--- config.mk ---
export PLATFORM = sky130hd
export DESIGN_NAME = ssm_hp_scheduler
export DESIGN_NICKNAME = d
export VERILOG_FILES = /design/src/rtl/ssm_hp_scheduler.sv
export SDC_FILE = /design/constraint.sdc
export NUM_CORES = 1
export LEC_CHECK = 0
export BUFFER_PORTS_ARGS = -buffer_cell sky130_fd_sc_hd__buf_2
export CORE_MARGIN = 1.5
export CORE_UTILIZATION = 65
export CTS_CLUSTER_DIAMETER = 150
export CTS_CLUSTER_SIZE = 20
export DETAILED_ROUTE_END_ITERATION = 10
export GPL_TIMING_DRIVEN = 0
export PLACE_DENSITY_LB_ADDON = 0.12
export RECOVER_POWER = 100
export SYNTH_ARGS = -nofsm -noshare
export SYNTH_HDL_FRONTEND = slang
export SYNTH_SLANG_ARGS = --single-unit
--- constraint.sdc ---
create_clock -name clk -period 5.7 [get_ports clk]
set_input_delay 0.285 -clock clk [delete_from_list [all_inputs] [get_ports clk]]
set_output_delay 0.285 -clock clk [all_outputs]
set_load 0.005 [all_outputs]
--- src/rtl/ssm_hp_scheduler.sv ---
// ssm_hp_scheduler: walks the (head, p, state-tile) space for an SSM core
// and routes each returned group result to address h*P+p via a tag FIFO.
module ssm_hp_scheduler #(
    parameter int DW        = 16,
    parameter int H         = 24,
    parameter int P         = 64,
    parameter int N_TOTAL   = 128,
    parameter int N_TILE    = 16,
    parameter int H_TILE    = 1,
    parameter int P_TILE    = 1,
    parameter int TAG_DEPTH = 16,
    localparam int TILES  = (N_TOTAL + N_TILE - 1) / N_TILE,
    localparam int GROUPS = H * P,
    localparam int AW     = (GROUPS > 1) ? $clog2(GROUPS) : 1,
    localparam int TW     = ($clog2(TILES * N_TILE + 1) > $clog2(TILES) + 1)
                          ? $clog2(TILES * N_TILE + 1) : $clog2(TILES) + 1,
    localparam int HW     = (H > 1) ? $clog2(H) : 1,
    localparam int PW     = (P > 1) ? $clog2(P) : 1,
    localparam int OW     = $clog2(TAG_DEPTH) + 1
) (
    input  logic          clk,
    input  logic          rst,
    input  logic          start_i,
    output logic          tile_valid_o,
    input  logic          tile_ready_i,
    output logic [HW-1:0] tile_h_o,
    output logic [PW-1:0] tile_p_o,
    output logic [TW-1:0] tile_nbase_o,
    output logic          tile_first_o,
    output logic          tile_last_o,
    input  logic          y_valid_i,
    input  logic [DW-1:0] y_data_i,
    output logic          wr_en_o,
    output logic [AW-1:0] wr_addr_o,
    output logic [DW-1:0] wr_data_o,
    output logic          busy_o,
    output logic          done_o,
    output logic [OW-1:0] outstanding_o,
    output logic          err_underflow_o
);
    localparam int CW  = $clog2(H + P + H_TILE + P_TILE) + 2;
    localparam int TCW = $clog2(TILES + 1) + 1;
    localparam int FW  = $clog2(TAG_DEPTH);

    typedef enum logic [1:0] {IDLE, ISSUE, DRAIN, DONE} state_t;
    state_t state, state_nxt;

    logic [CW-1:0]  h_blk, p_blk, h_rel, p_rel;
    logic [CW-1:0]  h_blk_n, p_blk_n, h_rel_n, p_rel_n;
    logic [CW-1:0]  h_abs, p_abs;
    logic [TCW-1:0] t;
    logic           last_group;
    logic [AW-1:0]  tag_mem [TAG_DEPTH];
    logic [FW-1:0]  wptr, rptr;
    logic [OW-1:0]  count;
    logic [31:0]    h_w, p_w;
    logic [AW-1:0]  tag;
    logic           t_first, t_last, full, xfer, push, pop, underflow, start_acc;

    assign h_abs     = h_blk + h_rel;
    assign p_abs     = p_blk + p_rel;
    assign h_w       = 32'(h_abs);
    assign p_w       = 32'(p_abs);
    assign tag       = AW'(h_w * 32'(P) + p_w);
    assign t_first   = (t == '0);
    assign t_last    = (t == TCW'(TILES - 1));
    assign full      = (count == OW'(TAG_DEPTH));
    assign start_acc = start_i && (state == IDLE || state == DONE);
    assign push      = xfer && t_last;
    assign pop       = y_valid_i && (count != '0);
    assign underflow = y_valid_i && (count == '0);

    // only a group's first tile waits for a free tag slot
    assign tile_valid_o = (state == ISSUE) && !(t_first && full);
    assign xfer         = tile_valid_o && tile_ready_i;
    assign tile_h_o     = HW'(h_abs);
    assign tile_p_o     = PW'(p_abs);
    assign tile_nbase_o = TW'(t) * TW'(N_TILE);
    assign tile_first_o = (state == ISSUE) && t_first;
    assign tile_last_o  = (state == ISSUE) && t_last;
    assign busy_o        = (state == ISSUE) || (state == DRAIN);
    assign done_o        = (state == DONE);
    assign outstanding_o = count;

    // jump straight to the next in-range (h, p) so skipped slots cost no cycle
    always_comb begin
        h_blk_n    = h_blk;
        p_blk_n    = p_blk;
        h_rel_n    = h_rel;
        p_rel_n    = p_rel;
        last_group = 1'b0;
        if ((p_rel + CW'(1) < CW'(P_TILE)) && (p_abs + CW'(1) < CW'(P))) begin
            p_rel_n = p_rel + CW'(1);
        end else if ((h_rel + CW'(1) < CW'(H_TILE)) && (h_abs + CW'(1) < CW'(H))) begin
            p_rel_n = '0;
            h_rel_n = h_rel + CW'(1);
        end else if (p_blk + CW'(P_TILE) < CW'(P)) begin
            p_rel_n = '0;
            h_rel_n = '0;
            p_blk_n = p_blk + CW'(P_TILE);
        end else if (h_blk + CW'(H_TILE) < CW'(H)) begin
            p_rel_n = '0;
            h_rel_n = '0;
            p_blk_n = '0;
            h_blk_n = h_blk + CW'(H_TILE);
        end else begin
            last_group = 1'b1;
        end
    end

    always_comb begin
        state_nxt = state;
        unique case (state)
            IDLE:  if (start_i) state_nxt = ISSUE;
            ISSUE: if (push && last_group) state_nxt = DRAIN;
            DRAIN: if (count == '0) state_nxt = DONE;
            DONE:  if (start_i) state_nxt = ISSUE;
        endcase
    end

    always_ff @(posedge clk or posedge rst) begin
        if (rst) state <= IDLE;
        else     state <= state_nxt;
    end

    always_ff @(posedge clk or posedge rst) begin
        if (rst) begin
            h_blk <= '0; p_blk <= '0; h_rel <= '0; p_rel <= '0; t <= '0;
        end else if (start_acc) begin
            h_blk <= '0; p_blk <= '0; h_rel <= '0; p_rel <= '0; t <= '0;
        end else if (xfer) begin
            if (t_last) begin
                t     <= '0;
                h_blk <= h_blk_n;
                p_blk <= p_blk_n;
                h_rel <= h_rel_n;
                p_rel <= p_rel_n;
            end else begin
                t <= t + TCW'(1);
            end
        end
    end

    always_ff @(posedge clk) begin
        if (push) tag_mem[wptr] <= tag;
    end

    always_ff @(posedge clk or posedge rst) begin
        if (rst) begin
            wptr            <= '0;
            rptr            <= '0;
            count           <= '0;
            wr_en_o         <= 1'b0;
            wr_addr_o       <= '0;
            wr_data_o       <= '0;
            err_underflow_o <= 1'b0;
        end else begin
            if (push) wptr <= wptr + FW'(1);
            if (pop)  rptr <= rptr + FW'(1);
            if (push && !pop)      count <= count + OW'(1);
            else if (pop && !push) count <= count - OW'(1);
            wr_en_o <= pop;
            if (pop) begin
                wr_addr_o <= tag_mem[rptr];
                wr_data_o <= y_data_i;
            end
            if (underflow)      err_underflow_o <= 1'b1;
            else if (start_acc) err_underflow_o <= 1'b0;
        end
    end
endmodule

==> out/results.tsv, run 1 <==
stage	metric	value	unit
timing	Period Utilization, post-route	0.7865	
synth	Avg Cell Area, Syn	13.98	um^2
die	Core Area	0.01796	mm^2
synth	Post-synth EDFFs	176	
place	DP Area	0.01261	mm^2
timing	relative slew slack	-0.9606	
routing	first-pass detailed-route iteration total	6	
timing	worst clock skew	0.03011	ns
synth	post-synthesis register bit count	261	
clock_network	# hold bufs at CTS	16	
synth	Syn. warnings	0	
worst_setup_path	Critical Path RT	6.11	ns
clock_network	Num CTS Buffers	17	
clock_network	post-CTS setup buffer count	0	
clock_network	CTS resizes	0	
worst_setup_path	critical path's slowest cell	xor2_1	
timing	RSZ-0062 raised after global routing	no	
timing	minimum clock period	4.483	ns
routing	drt drc	0	
place	DP HPWL	17830	um
outcome	run status	complete, but fails checks	
timing	fmax	0.2231	GHz
cells_and_area	Layout Area Growth over Synthesis	10.83	%
synth	dominant synthesized flop cell	edfxtp_1	
worst_setup_path	Setup crit end kind	flip-flop	
clock_network	# H-tree levels	1	
grt	largest net degree at the start of global routing	55	
synth	post-synthesis async set-or-reset flop share	0.3257	
routing	Routed WL	26800	um
cells_and_area	layout cells sized above 1	0.1421	
die	IO Count	79	
timing	Final Hold Fails	0	
timing	Max Transition Viols Final	88	
worst_hold_path	worst hold path class	in2reg	
die	effective utilization at floorplan	0.6630	
grt	vias in the first global route	7917	
routing	Wirelength per Cell	22.20	um
grt	first-pass GRT wire length	42920	um
clock_network	clk sinks	261	
worst_setup_path	most used cell, CP	nor2_1	
power_and_ir_drop	Power, Total	4942	uW
routing	Via density	6.337	
synth	Netlist cell types	71	
outcome	failing checks	capacitance limit, slew limit	
cells_and_area	Nets	1030	
worst_setup_path	Data arrival, critical path	4.90	ns
place	Placer Congestion	0.8969	
die	Die Y	138.4	um
worst_setup_path	biggest fanout along the worst timing path	18	
grt	All-Layer GR Usage	0.2866	
cells_and_area	filler cell count	1138	
die	die area	0.01914	mm^2
worst_setup_path	worst-path cell chain	ha_1, a211oi_1, nor2_1, xor2_1, and4_1, nand4_1, a2111oi_2, nor2_1, a21oi_1, and2_0	
routing	via count	7649	
place	Port Buf Inserts	74	
timing	setup violators final	0	
power_and_ir_drop	Max IR drop VDD	0.2695	mV
power_and_ir_drop	PwrDens	374.4	mW/mm^2
clock_network	worst skew pair latency	0.50	ns
power_and_ir_drop	leakage power	0.005367	uW
worst_setup_path	CP Launch Type	flip-flop	
routing	Routed Antenna Nets	0	
timing	final setup TNS	0	ns
timing	slew at the pin closest to its max-slew limit	2.941	ns
die	die width	138.4	um
cells_and_area	ANT cells	0	
die	row cnt	49	
clock_network	clock-pin slew on the worst setup and hold paths	0.08	ns
grt	grt total ovfl	0	
synth	Seq/Total Area, Yosys	0.6223	
synth	area of the mapped netlist	0.01191	mm^2
worst_setup_path	max incr delay on CP	1.08	ns
routing	drt initial violations	743	
worst_setup_path	Crit Path Class	reg2reg	
clock_network	CTS tree	yes	
synth	Mapped Cells	852	
cells_and_area	post-route cell area	0.01320	mm^2
clock_network	clock root buffer	clkbuf_16	
grt	initial antenna violation count	0	
clock_network	CTS Buffer Depth	3	
flow_run	max_cap viols	2	
## power by group
part,internal (uW),switching (uW)
registers,2210,139
clock network,581,624
logic,625,762
## layout by cell type (no fill, tap or decap), types with 18 or more instances in the layout
master      n
edfxtp_1  176
nand2_1   106
dfrtp_1    85
clkbuf_1   59
buf_2      53
ha_1       38
mux4_2     37
mux2i_1    33
inv_1      28
and2_0     28
o21ai_0    27
nor2_1     26
and3_1     20
xnor2_1    18
o221ai_1   18
## routing by layer
layer,share of wire,up-vias,track usage,routed length (um)
li1,-,3415,-,-
met1,0.39,3828,0.3760,10590
met2,0.52,326,0.5033,13940
met3,0.053,80,0.03325,1413
met4,0.032,0,0.09695,862
met5,0,-,0,0
## worst paths after layout
check,start,endpoint,slack [ns],cells past startpoint
max reg2reg,p_blk[1]$_DFFE_PP0P_,h_rel[2]$_DFFE_PP0P_,1.22,10
max in group asynchronous,rst,h_blk[6]$_DFFE_PP0P_,1.59,4
max,p_blk[1]$_DFFE_PP0P_,h_rel[2]$_DFFE_PP0P_,1.22,10
min reg2reg,wr_data_o[8]$_DFFE_PP0P_,wr_data_o[8]$_DFFE_PP0P_,0.48,2
min in group asynchronous,rst,wr_en_o$_DFF_PP0_,0.73,3
min,y_data_i[15],wr_data_o[15]$_DFFE_PP0P_,0.02,3
## logic make-up after synthesis
kind of cell | share of synthesized area
DFF | 0.6223
and+or+nand+nor | 0.1100
other | 0.0003149
xor gates and xnor gates | 0.02206
adders and majority gates | 0.04664
buffers and inverters | 0.02731
AOI/OAI and AO/OA | 0.06797
muxes | 0.1034
## state kept, by name (all words and copies together) (netlist names), 4 cells and up
register	cells
t	5
h_blk	9
wr_data_o	16
rptr	4
tag_mem	176
h_rel	9
wr_addr_o	11
wptr	4
p_blk	9
outstanding_o	5
p_rel	9
## metrics by stage
step	worst slack (ns)	util	hold WS, ns	cells
6_report	1.217	0.7348	0.01665	1207
2_1_floorplan	2.210	-	0.3904	855
5_1_grt	0.8003	0.7348	0.03757	1207
3_3_place_gp	1.659	0.7002	0.4529	1158
3_5_place_dp	1.403	0.7019	0.3469	1159
4_1_cts	1.352	0.7386	0.006642	1205
## synthesized netlist by cell type, drive strengths merged, types with 7 or more instances
library cell	number	area (um^2)
clkbuf	20	75.07
and2	35	219.0
buf	21	137.6
nand2	106	397.9
and3	20	125.1
o21ai	29	145.1
mux2i	33	330.3
ha	38	475.5
xor2	12	105.1
nand3	12	65.06
o221ai	18	157.7
edfxtp	176	5285
nand4	7	43.79
nor3	8	40.04
a21o	7	52.55
a21oi	17	88.84
xnor2	18	157.7
inv	29	108.9
dfrtp	85	2127
mux4	37	833.3
nor2	26	97.59
## critical path, delay by kind of cell, from the launching register on
family,cells,cell delay (ns)
compound gates,3,1.57
xor+xnor,1,1.08
simple gates,5,0.95
flops,1,0.45
fa+ha+maj,1,0.34
## cell type report
class,instances,area [um^2],share of cell area
inverters,30,113.9,0.008626
well taps,229,286.5,0.02171
multi-input cells,523,4170,0.3159
clock inverters,2,28.78,0.002180
flip-flops and latches,261,7412,0.5615
plain buffers,41,202.7,0.01536
clock buffers,28,470.5,0.03564
repair buffers,93,515.5,0.03905
Note: power is estimated with default switching activity, not from simulation.
==> run 2: changes to the inputs <==
--- a/config.mk
+++ b/config.mk
@@ -5,9 +5,10 @@
 export SDC_FILE = /design/constraint.sdc
 export NUM_CORES = 1
 export LEC_CHECK = 0
+export ABC_AREA = 1
 export BUFFER_PORTS_ARGS = -buffer_cell sky130_fd_sc_hd__buf_2
 export CORE_MARGIN = 1.5
-export CORE_UTILIZATION = 65
+export CORE_UTILIZATION = 55
 export CTS_CLUSTER_DIAMETER = 150
 export CTS_CLUSTER_SIZE = 20
 export DETAILED_ROUTE_END_ITERATION = 10
==> constraint.sdc (replaced) <==
create_clock -name clk -period 3.8 [get_ports clk]
set_input_delay 0.19 -clock clk [delete_from_list [all_inputs] [get_ports clk]]
set_output_delay 0.19 -clock clk [all_outputs]
set_load 0.005 [all_outputs]
==> run 2 against run 1 <==
Net effect:
- register-to-register slack got worse by 0.94 ns
- critical path depth rose by 3
- final cell count rose by 35%
- routed wire length rose by 7.0%
- global-route usage fell by 3.6 points
- critical path type unchanged
- sequential share of layout area fell by 2.4 points
- critical endpoint is now tag_mem[6][8]$_DFFE_PP_
- the flow still finishes with violations (capacitance limit, slew limit)
- highest routed layer unchanged
==> out/results.tsv, run 2 <==
stage	metric	value	unit
outcome	run status	complete, but fails checks	
outcome	failing checks	capacitance limit, slew limit	
clock_network	worst skew pair latency	0.50	ns
grt	vias in the first global route	8630	
clock_network	# H-tree levels	1	
timing	setup violators final	0	
cells_and_area	commonest non-fill, non-tap cell in the layout	nand2_1	
timing	final setup TNS	0	ns
synth	area leader, netlist	edfxtp_1	
worst_setup_path	worst-path cell chain	ha_1, inv_1, fa_1, nand3b_1, nand2_1, nand2_1, nand2_1, nand2_1, nand2_1, inv_1, ha_1, fa_1, xor2_2	
routing	Routed Antenna Nets	0	
synth	mux share of post-synthesis cell area	0	
cells_and_area	ANT cells	0	
routing	Wirelength per Cell	17.54	um
worst_setup_path	worst setup path end	tag_mem[6][8]$_DFFE_PP_	
die	die width	153.0	um
routing	Routed WL	28670	um
worst_setup_path	crit path from	p_rel[0]$_DFFE_PP0P_	
place	Port Buf Inserts	74	
timing	hold_ws	0.07022	ns
cells_and_area	Layout Area Growth over Synthesis	11.28	%
synth	synth cell count leaders	224 x nand2_1, 184 x nor2_1, 176 x edfxtp_1	
synth	post-synthesis simple-gate area fraction	0.1828	
worst_setup_path	Critical Path RT	3.98	ns
timing	fmax	0.2841	GHz
cells_and_area	Largest regs	tag_mem (176), wr_data_o (16), wr_addr_o (11)	
synth	Syn. warnings	0	
worst_setup_path	Crit Path Class	reg2reg	
die	IO Count	79	
power_and_ir_drop	leakage power	0.005705	uW
worst_hold_path	worst hold path class	in2reg	
synth	Yosys top cell area share	0.4268	
grt	All-Layer GR Usage	0.2504	
synth	Synth Area in Adders	0.04487	
routing	drt drc	0	
synth	xor/xnor share of the synthesized area	0.02051	
synth	post-synthesis register bit count	261	
worst_setup_path	worst path bufs/invs	2	
grt	met3 Usage GRT	0.03062	
timing	RSZ-0062 raised after global routing	no	
synth	Mapped Cells	1226	
routing	via count	8961	
clock_network	clock root buffer	clkbuf_16	
die	die area	0.02342	mm^2
synth	Post-synth EDFFs	176	
synth	Compound-Gate Fraction of Synth Area	0.09964	
worst_setup_path	CP top delay family	adder cells	
clock_network	CTS tree	yes	
synth	dominant synthesized flop cell	edfxtp_1	
worst_setup_path	max incr delay on CP	0.66	ns
place	DP HPWL	19930	um
synth	count leader, synth	nand2_1	
clock_network	Num CTS Buffers	17	
grt	GR peak layer	met2	
cells_and_area	filler cell count	1818	
synth	Avg Cell Area, Syn	10.10	um^2
place	Placer Congestion	0.8923	
worst_setup_path	WP depth	13	
timing	minimum clock period	3.520	ns
worst_setup_path	r2r setup slk	0.28	ns
worst_setup_path	most used cell, CP	nand2_1	
die	Die Y	153.0	um
power_and_ir_drop	Max IR drop VDD	0.2610	mV
timing	slew at the pin closest to its max-slew limit	1.904	ns
cells_and_area	Largest Register	tag_mem	
cells_and_area	layout cells sized above 1	0.1004	
worst_setup_path	Setup crit end kind	flip-flop	
worst_setup_path	CP Launch Type	flip-flop	
worst_setup_path	Data arrival, critical path	3.70	ns
grt	grt total ovfl	0	
synth	Seq/Total Area, Yosys	0.5986	
grt	initial antenna violation count	0	
synth	post-synthesis async set-or-reset flop share	0.3257	
worst_setup_path	biggest fanout along the worst timing path	16	
die	row cnt	54	
synth	Area contributors post-synth	edfxtp_1 43%, dfrtp_1 17%, nand2_1 6.8%	
timing	Max Transition Viols Final	44	
cells_and_area	commonest non-fill, non-tap cells in the layout	231 x nand2_1, 185 x nor2_1, 176 x edfxtp_1	
synth	Netlist cell types	44	
synth	largest family of logic cells by synthesized area	simple AND/OR/NAND/NOR gates	
routing	first-pass detailed-route iteration total	7	
worst_setup_path	critical path's slowest cell	xor2_2	
cells_and_area	number of flip-flops in the largest register	176	
clock_network	CTS Buffer Depth	3	
die	effective utilization at floorplan	0.5639	
grt	met1 usage	0.3372	
timing	Period Utilization, post-route	0.9264	
routing	drt initial violations	707	
timing	worst clock skew	0.02507	ns
clock_network	clk sinks	261	
grt	met2 Use GR	0.4314	
worst_setup_path	R2R depth	13	
cells_and_area	Nets	1406	
power_and_ir_drop	PwrDens	617.8	mW/mm^2
clock_network	clock-pin slew on the worst setup and hold paths	0.09	ns
synth	area of the mapped netlist	0.01238	mm^2
worst_setup_path	reg2reg start	p_rel[0]$_DFFE_PP0P_	
timing	Final Hold Fails	0	
grt	first-pass GRT wire length	45970	um
timing	relative slew slack	-0.2761	
grt	largest net degree at the start of global routing	44	
worst_setup_path	RR Endpoint	tag_mem[6][8]$_DFFE_PP_	
routing	Via density	5.484	
flow_run	max_cap viols	1	
die	Core Area	0.02196	mm^2
run 2: cell count changes after synthesis, sizes merged, moves of 37 or more:
cell	previous run	this run
nand2	106	238
nor2	26	197
nand3	12	64
o21ai	29	124
inv	29	100
mux4	37	0
run 2: report_power, final:
part | internal (uW) | switching (uW) | leakage [uW]
logic | 997 | 2090 | 0.00277
registers | 3410 | 213 | 0.00270
clock network | 864 | 928 | 0.000237
total | 5280 | 3240 | 0.00570
run 2: repair_timing:
item / in CTS / in global routing
gates resized for setup: 3 / 3
hold buffers: 19 / 0
endpoints found under the setup margin: 48 / 17
endpoints found under the hold margin: 60 / 0
buffers inserted: 0 / 1
pin swaps: 0 / 1
run 2: worst min-delay path by stage:
stage / from / end / slack (ns) / cells after the start
final: start_i / state[0]$_DFFE_PP0P_ / 0.07 / 4
after global routing: start_i / state[1]$_DFFE_PP0P_ / 0.08 / 4
after CTS: start_i / state[0]$_DFFE_PP0P_ / 0.06 / 4
after detailed placement: rst / wr_data_o[1]$_DFFE_PP0P_ / 0.29 / 2
after global placement: y_data_i[0] / wr_data_o[0]$_DFFE_PP0P_ / 0.39 / 3
after floorplan: y_data_i[0] / wr_data_o[0]$_DFFE_PP0P_ / 0.30 / 2
run 2: area by class of cell:
type,count,area [um^2],area share
flip-flops and latches,261,7412,0.5380
clock inverters,2,28.78,0.002089
multi-input cells,812,4308,0.3127
repair buffers,95,558.0,0.04050
clock buffers,28,466.7,0.03387
plain buffers,56,275.3,0.01998
well taps,280,350.3,0.02543
inverters,100,379.1,0.02752
run 2: layer usage:
| layer | vias up | wire, um |
|---|---|---|
| li1 | 4389 | - |
| met1 | 4294 | 12320 |
| met3 | 29 | 1671 |
| met5 | - | 0 |
| met2 | 249 | 14140 |
| met4 | 0 | 531 |
run 2: cells by family (layout without fill, tap and decap cells):
logic type	after synthesis	count (layout)
flops	261	261
fa+ha+maj	42	42
buf+inv	156	281
other cells	1	4
compound gates	208	208
simple gates	529	529
xor+xnor	29	29
run 2: per-stage QoR:
step | util | total power [uW] | cells | setup WS (ns) | instance area [um^2]
floorplan | - | 5692 | 1229 | 0.6384 | 12390
global placement | 0.5972 | 6726 | 1583 | -0.2317 | 13110
detailed placement | 0.5986 | 6803 | 1584 | -0.3521 | 13140
CTS | 0.6308 | 8610 | 1633 | 0.04219 | 13850
global route | 0.6275 | 9022 | 1634 | 0.05484 | 13780
finish | 0.6275 | 8512 | 1634 | 0.2798 | 13780
run 2: worst register-to-register path: stages (launching register included):
cell	delay (ns)
dfrtp_1	0.45
ha_1	0.24
inv_1	0.07
fa_1	0.39
nand3b_1	0.22
nand2_1	0.17
nand2_1	0.09
nand2_1	0.06
nand2_1	0.04
nand2_1	0.08
inv_1	0.07
ha_1	0.21
fa_1	0.43
xor2_2	0.67
